<file path="config.mk">
export PLATFORM = sky130hd
export DESIGN_NAME = dct_row_stream_packer
export DESIGN_NICKNAME = d
export VERILOG_FILES = /design/src/rtl/dct_row_stream_packer.sv
export SDC_FILE = /design/constraint.sdc
export NUM_CORES = 1
export LEC_CHECK = 0
export BUFFER_PORTS_ARGS = -buffer_cell sky130_fd_sc_hd__buf_2
export CAP_MARGIN = 5
export CORE_ASPECT_RATIO = 1.4
export CORE_MARGIN = 1
export CORE_UTILIZATION = 55
export CTS_BUF_LIST = sky130_fd_sc_hd__clkbuf_4
export DETAILED_ROUTE_END_ITERATION = 12
export GPL_ROUTABILITY_DRIVEN = 0
export PLACE_DENSITY = 0.76
export SYNTH_ARGS = -nofsm -noshare
export SYNTH_HDL_FRONTEND = slang
export SYNTH_SLANG_ARGS = --single-unit
</file>
<file path="constraint.sdc">
create_clock -name aclk -period 6.9 [get_ports aclk]
set_clock_uncertainty 0.2 [all_clocks]
set_input_delay 0.345 -clock aclk [delete_from_list [all_inputs] [get_ports aclk]]
set_output_delay 0.345 -clock aclk [all_outputs]
set_load 0.03 [all_outputs]
</file>
<file path="src/rtl/dct_row_stream_packer.sv">
// Buffers 8x16b DCT result rows in a small FIFO and serialises each row into two
// 64-bit stream beats (LOW = elements 0..3, HIGH = elements 4..7) with t_last framing.
`timescale 1ns/1ps
module dct_row_stream_packer #(
  parameter int unsigned FIFO_DEPTH     = 4,
  parameter bit          LAST_PER_BLOCK = 1'b0,
  parameter int unsigned DEST_W         = 1
) (
  input  logic              aclk,
  input  logic              aresetn,
  input  logic              clr_i,
  input  logic              row_valid_i,
  output logic              row_ready_o,
  input  logic [7:0][15:0]  row_data_i,
  input  logic              row_last_i,
  output logic              out_t_valid_o,
  output logic [63:0]       out_t_data_o,
  output logic [7:0]        out_t_keep_o,
  output logic [7:0]        out_t_strb_o,
  output logic              out_t_last_o,
  output logic [DEST_W-1:0] out_t_dest_o,
  input  logic              out_t_ready_i,
  output logic              busy_o,
  output logic              align_err_o
);

  localparam int unsigned PTR_W = $clog2(FIFO_DEPTH);
  localparam int unsigned CNT_W = PTR_W + 1;

  typedef struct packed {
    logic            last;
    logic [7:0][15:0] elem;
  } row_t;

  typedef enum logic [1:0] {S_IDLE, S_LOW, S_HIGH} state_t;

  row_t             mem_q [FIFO_DEPTH];
  logic [PTR_W-1:0] wr_ptr_q, rd_ptr_q;
  logic [CNT_W-1:0] count_q, count_d;
  state_t           state_q;
  logic             t_valid_q, t_last_q, align_err_q;
  logic [63:0]      t_data_q;
  logic [3:0]       beat_cnt_q;
  logic [2:0]       push_pos_q;

  logic push, pop;
  row_t head, nxt;

  assign row_ready_o = (count_q < CNT_W'(FIFO_DEPTH));
  assign push        = row_valid_i && row_ready_o;
  assign pop         = (state_q == S_HIGH) && out_t_ready_i;
  assign count_d     = count_q + CNT_W'(push) - CNT_W'(pop);
  assign head        = mem_q[rd_ptr_q];
  assign nxt         = mem_q[rd_ptr_q + 1'b1];

  assign out_t_valid_o = t_valid_q;
  assign out_t_data_o  = t_data_q;
  assign out_t_last_o  = t_last_q;
  assign out_t_keep_o  = {8{t_valid_q}};
  assign out_t_strb_o  = {8{t_valid_q}};
  assign out_t_dest_o  = '0;
  assign busy_o        = (count_q != '0) || t_valid_q;
  assign align_err_o   = align_err_q;

  // Row storage: data-only, no reset needed since occupancy is tracked by count_q.
  always_ff @(posedge aclk) begin
    if (push && !clr_i) mem_q[wr_ptr_q] <= {row_last_i, row_data_i};
  end

  // FIFO pointers, output beat FSM, stream counters and alignment check.
  always_ff @(posedge aclk or negedge aresetn) begin
    if (!aresetn) begin
      wr_ptr_q    <= '0;
      rd_ptr_q    <= '0;
      count_q     <= '0;
      state_q     <= S_IDLE;
      t_valid_q   <= 1'b0;
      t_last_q    <= 1'b0;
      t_data_q    <= '0;
      beat_cnt_q  <= '0;
      push_pos_q  <= '0;
      align_err_q <= 1'b0;
    end else if (clr_i) begin
      wr_ptr_q    <= '0;
      rd_ptr_q    <= '0;
      count_q     <= '0;
      state_q     <= S_IDLE;
      t_valid_q   <= 1'b0;
      t_last_q    <= 1'b0;
      t_data_q    <= '0;
      beat_cnt_q  <= '0;
      push_pos_q  <= '0;
      align_err_q <= 1'b0;
    end else begin
      count_q <= count_d;
      if (push) wr_ptr_q <= wr_ptr_q + 1'b1;

      unique case (state_q)
        S_IDLE: begin
          // An empty FIFO forwards a freshly accepted row straight to the LOW beat.
          if (count_q != '0) begin
            t_data_q  <= head.elem[3:0];
            t_last_q  <= 1'b0;
            t_valid_q <= 1'b1;
            state_q   <= S_LOW;
          end else if (push) begin
            t_data_q  <= row_data_i[3:0];
            t_last_q  <= 1'b0;
            t_valid_q <= 1'b1;
            state_q   <= S_LOW;
          end
        end
        S_LOW: begin
          if (out_t_ready_i) begin
            t_data_q   <= head.elem[7:4];
            t_last_q   <= head.last || (LAST_PER_BLOCK && (beat_cnt_q[3:1] == 3'd7));
            beat_cnt_q <= beat_cnt_q + 4'd1;
            state_q    <= S_HIGH;
          end
        end
        S_HIGH: begin
          if (out_t_ready_i) begin
            rd_ptr_q   <= rd_ptr_q + 1'b1;
            beat_cnt_q <= head.last ? 4'd0 : beat_cnt_q + 4'd1;
            if (count_q > CNT_W'(1)) begin
              t_data_q <= nxt.elem[3:0];
              t_last_q <= 1'b0;
              state_q  <= S_LOW;
            end else begin
              t_valid_q <= 1'b0;
              t_last_q  <= 1'b0;
              t_data_q  <= '0;
              state_q   <= S_IDLE;
            end
          end
        end
        default: state_q <= S_IDLE;
      endcase

      if (push) begin
        align_err_q <= row_last_i && (push_pos_q != 3'd7);
        push_pos_q  <= row_last_i ? 3'd0 : push_pos_q + 3'd1;
      end else begin
        align_err_q <= 1'b0;
      end
    end
  end

endmodule
</file>
After elaboration in Yosys (flattened, before gate mapping)
Memories as Yosys holds them, arrays and structs flattened.
Cells that the tools add are included.

word-level totals
  flip-flop bits (word level) = 79
  logic and storage cells = 80
  memories = 1
  RAM bits = 516
  output and inout bits = 86
  bits of input ports = 134

cells by class
  $lt $le $gt $ge = 2
  eq/ne operators = 7
  reduce and logical (&&, ||, !) cells = 17
  add/sub/neg operators = 5
  mux-type cells = 39

memories
  memory  words  width  read ports  clocked after memory_dff  write ports  line  source
  mem_q   4      129    2           0                         1            37    row_t mem_q [FIFO_DEPTH];

operator list
  cell                                                 number
  two-way mux 64 bit                                   6
  case mux 64 bit (3 select lines)                     1
  two-way mux 2 bit                                    10
  two-way mux 1 bit                                    15
  two-way mux 3 bit                                    4
  inequality test 3 bit, second input constant         4
  AND reduction 4 bit                                  2
  case mux 2 bit (3 select lines)                      1
  nonzero test 2 bit                                   3
  nonzero test 3 bit                                   2
  adder 2 x 1 -> 2 bit, second input constant          2
  logical AND 1 bit                                    4
  inequality test 4 bit, second input constant         1
  nonzero test 4 bit                                   1
  adder 3 x 1 -> 3 bit                                 1
  adder 3 x 1 -> 3 bit, second input constant          1
  > comparator 3 x 1 -> 1 bit, second input constant   1
  less-than comparator 3 bit, second input constant    1
  case mux 1 bit (3 select lines)                      1
  AND reduction 3 bit                                  1
  subtractor 3 x 1 -> 3 bit                            1
  equality test 2 x 1 -> 1 bit, second input constant  1
  equality test 2 bit, second input constant           1
  zero test 2 bit                                      1
  other kinds (4)                                      4

Logic depth before layout (Yosys ltp)
Gate-level depths: netlist of run 1.

  word-level depth = 6
  depth in mapped cells = 10
  gate-level depth less buffers = 10

Least setup slack after synthesis of run 1
Ideal clock, no wire load.

  path kind = flip-flop to flip-flop
  start point = reg count_q[2]
  end point = mem mem_q[0][0] (netlist name) (enable)
  arrival = 3.915 ns
  cell stages (with the launch flop) = 5
  period minus slack after synthesis = 4.619 ns
  buffers on the path = 1
  slack = 2.281 ns
  required time = 6.196 ns
  setup time = 0.504 ns
  cells stage by stage = dfrtp_1 > nand2b_1 > clkbuf_1 > nor2_1 > and2_1

between the ends
  longest elaborated chain between the ends = 5

ends and longest elaborated chain
  what                                     line  source
  start: declaration                       39    logic [CNT_W-1:0] count_q, count_d;
  start signal: assignment                 95    count_q <= count_d;
  less-than comparator 3 bit               49    assign row_ready_o = (count_q < CNT_W'(FIFO_DEPTH));
  logical AND 1 bit                        50    assign push = row_valid_i && row_ready_o;
  logical AND 1 bit                        67    if (push && !clr_i) mem_q[wr_ptr_q] <= {row_last_i, row_data_i};
  two-way mux 1 bit                        67
  two-way mux 1 bit (implied by the code)  67
  end: declaration                         37

No other way between the ends.

Worst setup path in the final report of run 1
  start point = reg state_q[1]
  end point = reg t_data_q[8] (netlist: out_t_data_o[8])

between the ends
  longest elaborated chain between the ends = 3
  elaborated cells between the ends (all ways) = 10
  those cells by class = eq/ne: 5; mux: 2; reduce/logical: 3

ends and longest elaborated chain
  what                                                                        line  source
  start: declaration                                                          40    state_t state_q;
  start signal: assignment                                                    76    state_q <= S_IDLE;
  start signal: assignment                                                    87    state_q <= S_IDLE;
  start signal: assignment                                                    105   state_q <= S_LOW;
  equality test 2 x 1 -> 1 bit (tied with other cells)                        98    unique case (state_q)
  inequality test 3 bit (no source line) (tied with other cells)              n/a
  AND reduction 4 bit (no source line) or two-way mux 64 bit (tied branches)  n/a
  end signal: assignment                                                      102   t_data_q <= head.elem[3:0];
  end signal: assignment                                                      107   t_data_q <= row_data_i[3:0];
  end signal: assignment                                                      115   t_data_q <= head.elem[7:4];
  end: declaration                                                            42    logic [63:0] t_data_q;

Several ways; a longest one is shown, not always the timed one.
A chain may end at the register's enable or synchronous reset.

==> results of run 1 <==
## flip-flops by register name (all words and copies together) (netlist names)
signal	cells
out_t_valid_o	1
rd_ptr_q	2
out_t_last_o	1
count_q	3
state_q	2
wr_ptr_q	2
push_pos_q	3
align_err_o	1
mem_q	516
out_t_data_o	64
## through the flow
stage	util, %	setup slack [ns]	area, um2	hold slack, ns	cells
floorplan	-	2.281	25300	-0.1506	1408
global placement	59.10	3.187	26730	0.1560	2135
detailed placement	59.10	3.115	26730	0.1584	2135
CTS	67.91	3.072	30720	0.0002960	2604
global route	67.94	2.910	30730	0.02413	2610
finish	67.94	3.012	30740	0.07120	2611
## kinds of logic after synthesis
family / synth area share (%)
flip-flops: 69.07
multiplexers: 16.94
AND/OR/NAND/NOR: 3.690
AO/OA/AOI/OAI: 6.573
buffers and inverters: 2.760
adder cells (fa/ha/maj): 0.8211
XOR/XNOR: 0.1385
other: 0.01482
## final cells by class
type                            instances  area (um2)
Inverter                               11       43.79
Tap cell                              611       764.5
Antenna cell                            7       17.52
Fill cell                            2956       14500
Clock inverter                         50       289.0
Sequential cell                       595       17480
Multi-Input combinational cell        678        7163
Clock buffer                          203        1524
Timing Repair Buffer                  456        3456
## path summary, 6_finish.rpt
| check | slack [ns] | to | start |
|---|---|---|---|
| setup / recovery | 3.01 | out_t_data_o[8] | state_q[1] |
| hold / removal | 0.07 | mem_q[1][64] | row_data_i[64] |
| setup reg to reg | 3.01 | out_t_data_o[8] | state_q[1] |
| hold reg to reg | 0.29 | out_t_data_o[38] | out_t_data_o[38] |
| max in group asynchronous | 5.29 | rd_ptr_q[1] | aresetn |
| min in group asynchronous | 0.36 | out_t_data_o[21] | aresetn |
## layer usage
layer,vias up,routed length [um],global-route usage (%)
met2,795,33460,47.83
li1,6815,-,-
met3,167,4464,5.521
met4,2,2472,14.70
met5,-,13,0
met1,8216,21760,31.24
## critical path: stages (launching register included)
cell      delay, ns
dfrtp_1        0.40
inv_1          0.12
ha_1           0.95
nor2_1         0.16
mux2_2         0.36
o21bai_4       0.74
buf_4          0.62
a32o_1         0.22
## repair_timing
action / 4_1_cts / 5_1_grt
setup buffers: 0 / 0
hold endpoints to repair: 674 / 0
hold buffers: 216 / 0
## synth_stat cells, types with 2 or more instances
cell type,n
nor3_1,3
and2_1,5
o22ai_1,46
a211o_1,46
a32o_1,64
nor2_1,13
nand2b_1,3
mux2_2,2
a221o_1,18
buf_1,7
o21ai_0,2
buf_2,33
edfxtp_1,516
buf_4,24
dfrtp_1,79
nand3_1,46
nor3b_1,3
inv_1,11
mux2i_1,95
mux4_2,147
a21oi_1,21
clkbuf_1,52
xnor2_1,3
nand2_1,131
ha_1,15
buf_6,8
## power groups by stage
stage               Clock, mW  Sequential, mW  Combinational [mW]
global route             3.08            4.43                3.31
finish                   2.84            4.41                3.09
global placement            0            4.46                2.89
CTS                      2.90            4.40                3.07
floorplan                   0            4.62                2.00
detailed placement          0            4.48                2.96
==> results.py, run 1 <==
metrics = {
    "clock_network": {
        "root_buffer": "clkbuf_4",
        "cts-resized-gates": 0,
        "cts_buffers": 138,
        "clock_latency_ns": 0.86,
        "path_clk_slew_ns": 0.07,
        "clockBufferDepth": 3,
        "cts_tree": "yes",
        "h-tree-depth": 4,
        "cts_sinks": 595,
    },
    "sta": {
        "rsz0062_at_grt": "no",
        "slew_viol_final": 0,
        "timing.final.crit_period_ns": 3.888,
        "fmax_ghz": 0.2572,
        "finalSetupTns_ns": 0,
        "relSlewSlack_pct": 19.59,
        "hold_viol": 0,
        "worst_pin_slew_ns": 1.206,
        "fin_crit_sh_pct": 56.35,
        "finalSetupViolations": 0,
    },
    "yosys": {
        "synth_area_leader_cell": "edfxtp_1",
        "avgSynthCellArea_um2": 17.97,
        "synth_cell_types": 41,
        "yosysTopAreaCellShare_pct": 61.25,
        "synth_ff_type": "edfxtp_1",
        "synth_edf_count": 516,
        "syn_nets": 1558,
        "yosys-top-cells-area": "edfxtp_1 (61%), mux4_2 (13%), dfrtp_1 (7.8%), mux2i_1 (3.8%), a32o_1 (2.5%)",
        "yosysWarnings": 0,
        "synth_area_um2": 25300,
        "synth_seq_cells": 595,
        "ys_seq_area_share_pct": 69.07,
        "syn_inst": 1408,
        "synthArstFlopShare_pct": 13.28,
    },
    "final_layout": {
        "layout_commonest_cell": "edfxtp_1",
        "drive_above_1_share_pct": 31.41,
        "mostFrequentLayoutCells": "edfxtp_1 (516), buf_2 (217), dlygate4sd3_1 (215), clkbuf_4 (203), mux4_2 (147)",
        "nets": 2030,
        "syn_to_final_growth_pct": 21.51,
    },
    "min_path": {
        "hold_class": "input port to flop",
        "whs_path_depth": 2,
    },
    "global_route": {
        "grt_pass1_vias": 17380,
        "grt_pass1_wl_um": 95610,
        "grt_antenna_before_repair": 7,
        "grt_max_degree": 138,
        "grt-ovfl-total": 0,
        "track_usage_pct": 27.28,
    },
    "outcome": {
        "status": "completed",
    },
    "die": {
        "die_h_um": 255.8,
        "ioPinCount": 220,
        "die_x_um": 183.3,
        "die_area_um2": 46870,
        "initial_core_util_pct": 55.92,
        "core-area_um2": 45240,
        "rows": 92,
    },
    "placement": {
        "io_buffers": 218,
        "dp_hpwl_um": 33790,
    },
    "critical_path": {
        "endpoint_kind": "flop",
        "crit_fanout": 39,
        "critPathRequiredTime_ns": 7.46,
        "critical_path_arrival_ns": 4.45,
        "setup.worst_path.start_class": "flop",
        "ff2ff_path_depth": 7,
        "path_class": "flop to flop",
    },
    "power_and_ir_drop": {
        "netSwitchingFraction_pct": 33.65,
        "combPwrFrac_pct": 29.9,
        "power.density_nw_per_um2": 336.5,
        "p_sw_mw": 3.480,
        "p_seq_share_pct": 42.6,
        "internal-power_mw": 6.863,
        "totalPowerFinal_mw": 10.34,
        "cellLeakagePower_nw": 10.93,
        "p_clk_share_pct": 27.5,
        "ir_worst_vdd_uv": 264.4,
    },
    "route": {
        "ant_nets": 0,
        "viasPerCell": 6.126,
        "num_vias": 16000,
        "drtIter0Drc": 1266,
        "routedWlPerCell_um": 23.81,
        "wirelength_um": 62180,
        "drc_errors": 0,
        "firstDrtPassIters": 5,
    },
    "flow_run": {
        "maxCapViolations": 0,
    },
}
Power figures use the tool's default switching activity.
==> run 2: changes to the inputs <==
--- a/config.mk
+++ b/config.mk
@@ -13,7 +13,7 @@
 export CTS_BUF_LIST = sky130_fd_sc_hd__clkbuf_4
 export DETAILED_ROUTE_END_ITERATION = 12
 export GPL_ROUTABILITY_DRIVEN = 0
-export PLACE_DENSITY = 0.76
+export PLACE_DENSITY = 0.79
 export SYNTH_ARGS = -nofsm -noshare
 export SYNTH_HDL_FRONTEND = slang
 export SYNTH_SLANG_ARGS = --single-unit
==> constraint.sdc (replaced) <==
create_clock -name aclk -period 3.5 [get_ports aclk]
set_clock_uncertainty 0.2 [all_clocks]
set_input_delay 0.175 -clock aclk [delete_from_list [all_inputs] [get_ports aclk]]
set_output_delay 0.175 -clock aclk [all_outputs]
set_load 0.03 [all_outputs]
==> run 2 against run 1 <==
Effect of this change:
- critical path type is now flop to output port
- global-route usage up 1.6 points
- final cell count up 3.9%
- die area unchanged
- register-to-register slack worse by 2.5 ns
- sequential power up 96%
- largest power group unchanged
==> results.py, run 2 (synthesized netlist as in run 1, its figures left out) <==
metrics = {
    "die": {
        "die_x_um": 183.3,
        "die_h_um": 255.8,
        "core-area_um2": 45240,
        "rows": 92,
        "ioPinCount": 220,
        "initial_core_util_pct": 55.92,
        "die_area_um2": 46870,
    },
    "critical_path": {
        "critical_path_arrival_ns": 2.66,
        "critPathRequiredTime_ns": 3.12,
        "crit_fanout": 50,
        "cpPeakStageDelay_ns": 0.68,
        "crit_buf_inv": 2,
        "cpLargestDelayFamily": "buffers and inverters",
        "setup.worst_path.start_class": "flop",
        "crit_slowest_cell": "buf_4",
        "endpoint_kind": "output port",
        "path_class": "flop to output port",
        "crit_chain": "nor3_2 -> buf_4 -> nand2_1 -> buf_2",
    },
    "outcome": {
        "status": "completed",
    },
    "placement": {
        "dp_hpwl_um": 33580,
        "place_area_um2": 27060,
        "place_inst": 2150,
        "dp_slack_ns": 0.5969,
        "io_buffers": 218,
    },
    "final_layout": {
        "largest_register": "mem_q",
        "fin_util_pct": 70.82,
        "final_cells": 2712,
        "multi_input_area_um2": 7163,
        "regArea_um2": 17480,
        "fin_area_um2": 32040,
        "syn_to_final_growth_pct": 26.65,
        "fillCellCount": 2750,
        "mostFrequentLayoutCells": "edfxtp_1 (516), dlygate4sd3_1 (301), buf_2 (217), clkbuf_4 (212), mux4_2 (147)",
        "largest_reg_flops": 516,
        "drive_above_1_share_pct": 31.14,
        "layout_commonest_cell": "edfxtp_1",
        "nets": 2131,
    },
    "clock_network": {
        "cts_tree": "yes",
        "h-tree-depth": 4,
        "cts_buffers": 138,
        "path_clk_slew_ns": 0.06,
        "cts_sinks": 595,
        "postCtsSetupRepairBufs": 0,
        "root_buffer": "clkbuf_4",
        "clockBufferDepth": 3,
        "clock_latency_ns": 0.90,
    },
    "global_route": {
        "grt_pass1_wl_um": 100900,
        "grt_antenna_before_repair": 7,
        "track_usage_pct": 28.90,
        "grt_pass1_vias": 18300,
        "grt-ovfl-total": 0,
        "grt_max_degree": 83,
    },
    "sta": {
        "fin_ws_ns": 0.4687,
        "finalSetupViolations": 0,
        "rsz0062_at_grt": "no",
        "slew_viol_final": 0,
        "hold_slack_ns": 0.07609,
        "hold_viol": 0,
        "fin_crit_sh_pct": 86.61,
        "relSlewSlack_pct": 28.77,
        "timing.final.crit_period_ns": 3.031,
        "worst_pin_slew_ns": 1.066,
        "fmax_ghz": 0.3299,
        "finalSetupTns_ns": 0,
    },
    "min_path": {
        "hold_class": "input port to flop",
    },
    "route": {
        "num_vias": 16540,
        "drtIter0Drc": 1460,
        "drc_errors": 0,
        "wirelength_um": 65800,
        "routedWlPerCell_um": 24.26,
        "ant_nets": 0,
        "firstDrtPassIters": 7,
        "viasPerCell": 6.100,
    },
    "power_and_ir_drop": {
        "cellLeakagePower_nw": 11.49,
        "ir_worst_vdd_uv": 485.9,
        "totalPowerFinal_mw": 21.13,
        "power.density_nw_per_um2": 659.5,
    },
    "flow_run": {
        "maxCapViolations": 0,
    },
}
-- run 2: changes by cell type in the layout (fill, tap and decap cells not counted) --
cell	before	now
dlygate4sd3_1	215	301
inv_6	1	0
bufinv_16	3	6
buf_12	3	19
clkinv_1	33	22
clkbuf_4	203	212
buf_4	21	19
buf_16	0	1
-- run 2: path summary, 6_finish.rpt --
path,cells after the start,slack [ns],from,endpoint
max reg2reg,7,0.48,state_q[0],out_t_data_o[63]
max,4,0.47,count_q[1],busy_o
min reg2reg,1,0.29,out_t_data_o[15],out_t_data_o[15]
min,5,0.08,row_data_i[9],out_t_data_o[9]
max in group asynchronous,4,2.47,aresetn,out_t_data_o[14]
min in group asynchronous,4,0.26,aresetn,out_t_data_o[21]
-- run 2: final cells by class --
type,instances,area share (%)
repair buffers,557,14.51
clock buffers,212,4.968
multi-input cells,678,22.36
diodes,7,0.05467
flip-flops and latches,595,54.56
clock inverters,41,1.027
well taps,611,2.386
inverters,11,0.1367
-- run 2: power breakdown --
part           leakage (nW)  switching [mW]  internal (mW)
Combinational          4.63            4.00           2.50
Clock                  1.14            2.78           3.22
Sequential             5.73           0.330           8.30
Total                  11.5            7.11           14.0
-- run 2: worst reg2reg max path, cell delays in order, from the launching register on --
cell	delay (ns)
dfrtp_1	0.45
inv_1	0.11
ha_1	0.27
nor2_1	0.17
mux2_2	0.39
o21bai_4	0.83
buf_4	0.35
a32o_1	0.18
-- run 2: metal layers --
metal	GRT usage, %	part of all wire [%]
met5	0	0
met4	15.49	3.6
met3	6.261	7.8
met2	51.67	54
met1	31.87	34
-- run 2: what timing repair did --
item | CTS | global route
endpoints found under the setup margin | 0 | 0
endpoints found under the hold margin | 674 | 0
hold buffers | 302 | 0
gates resized for setup | 0 | 0
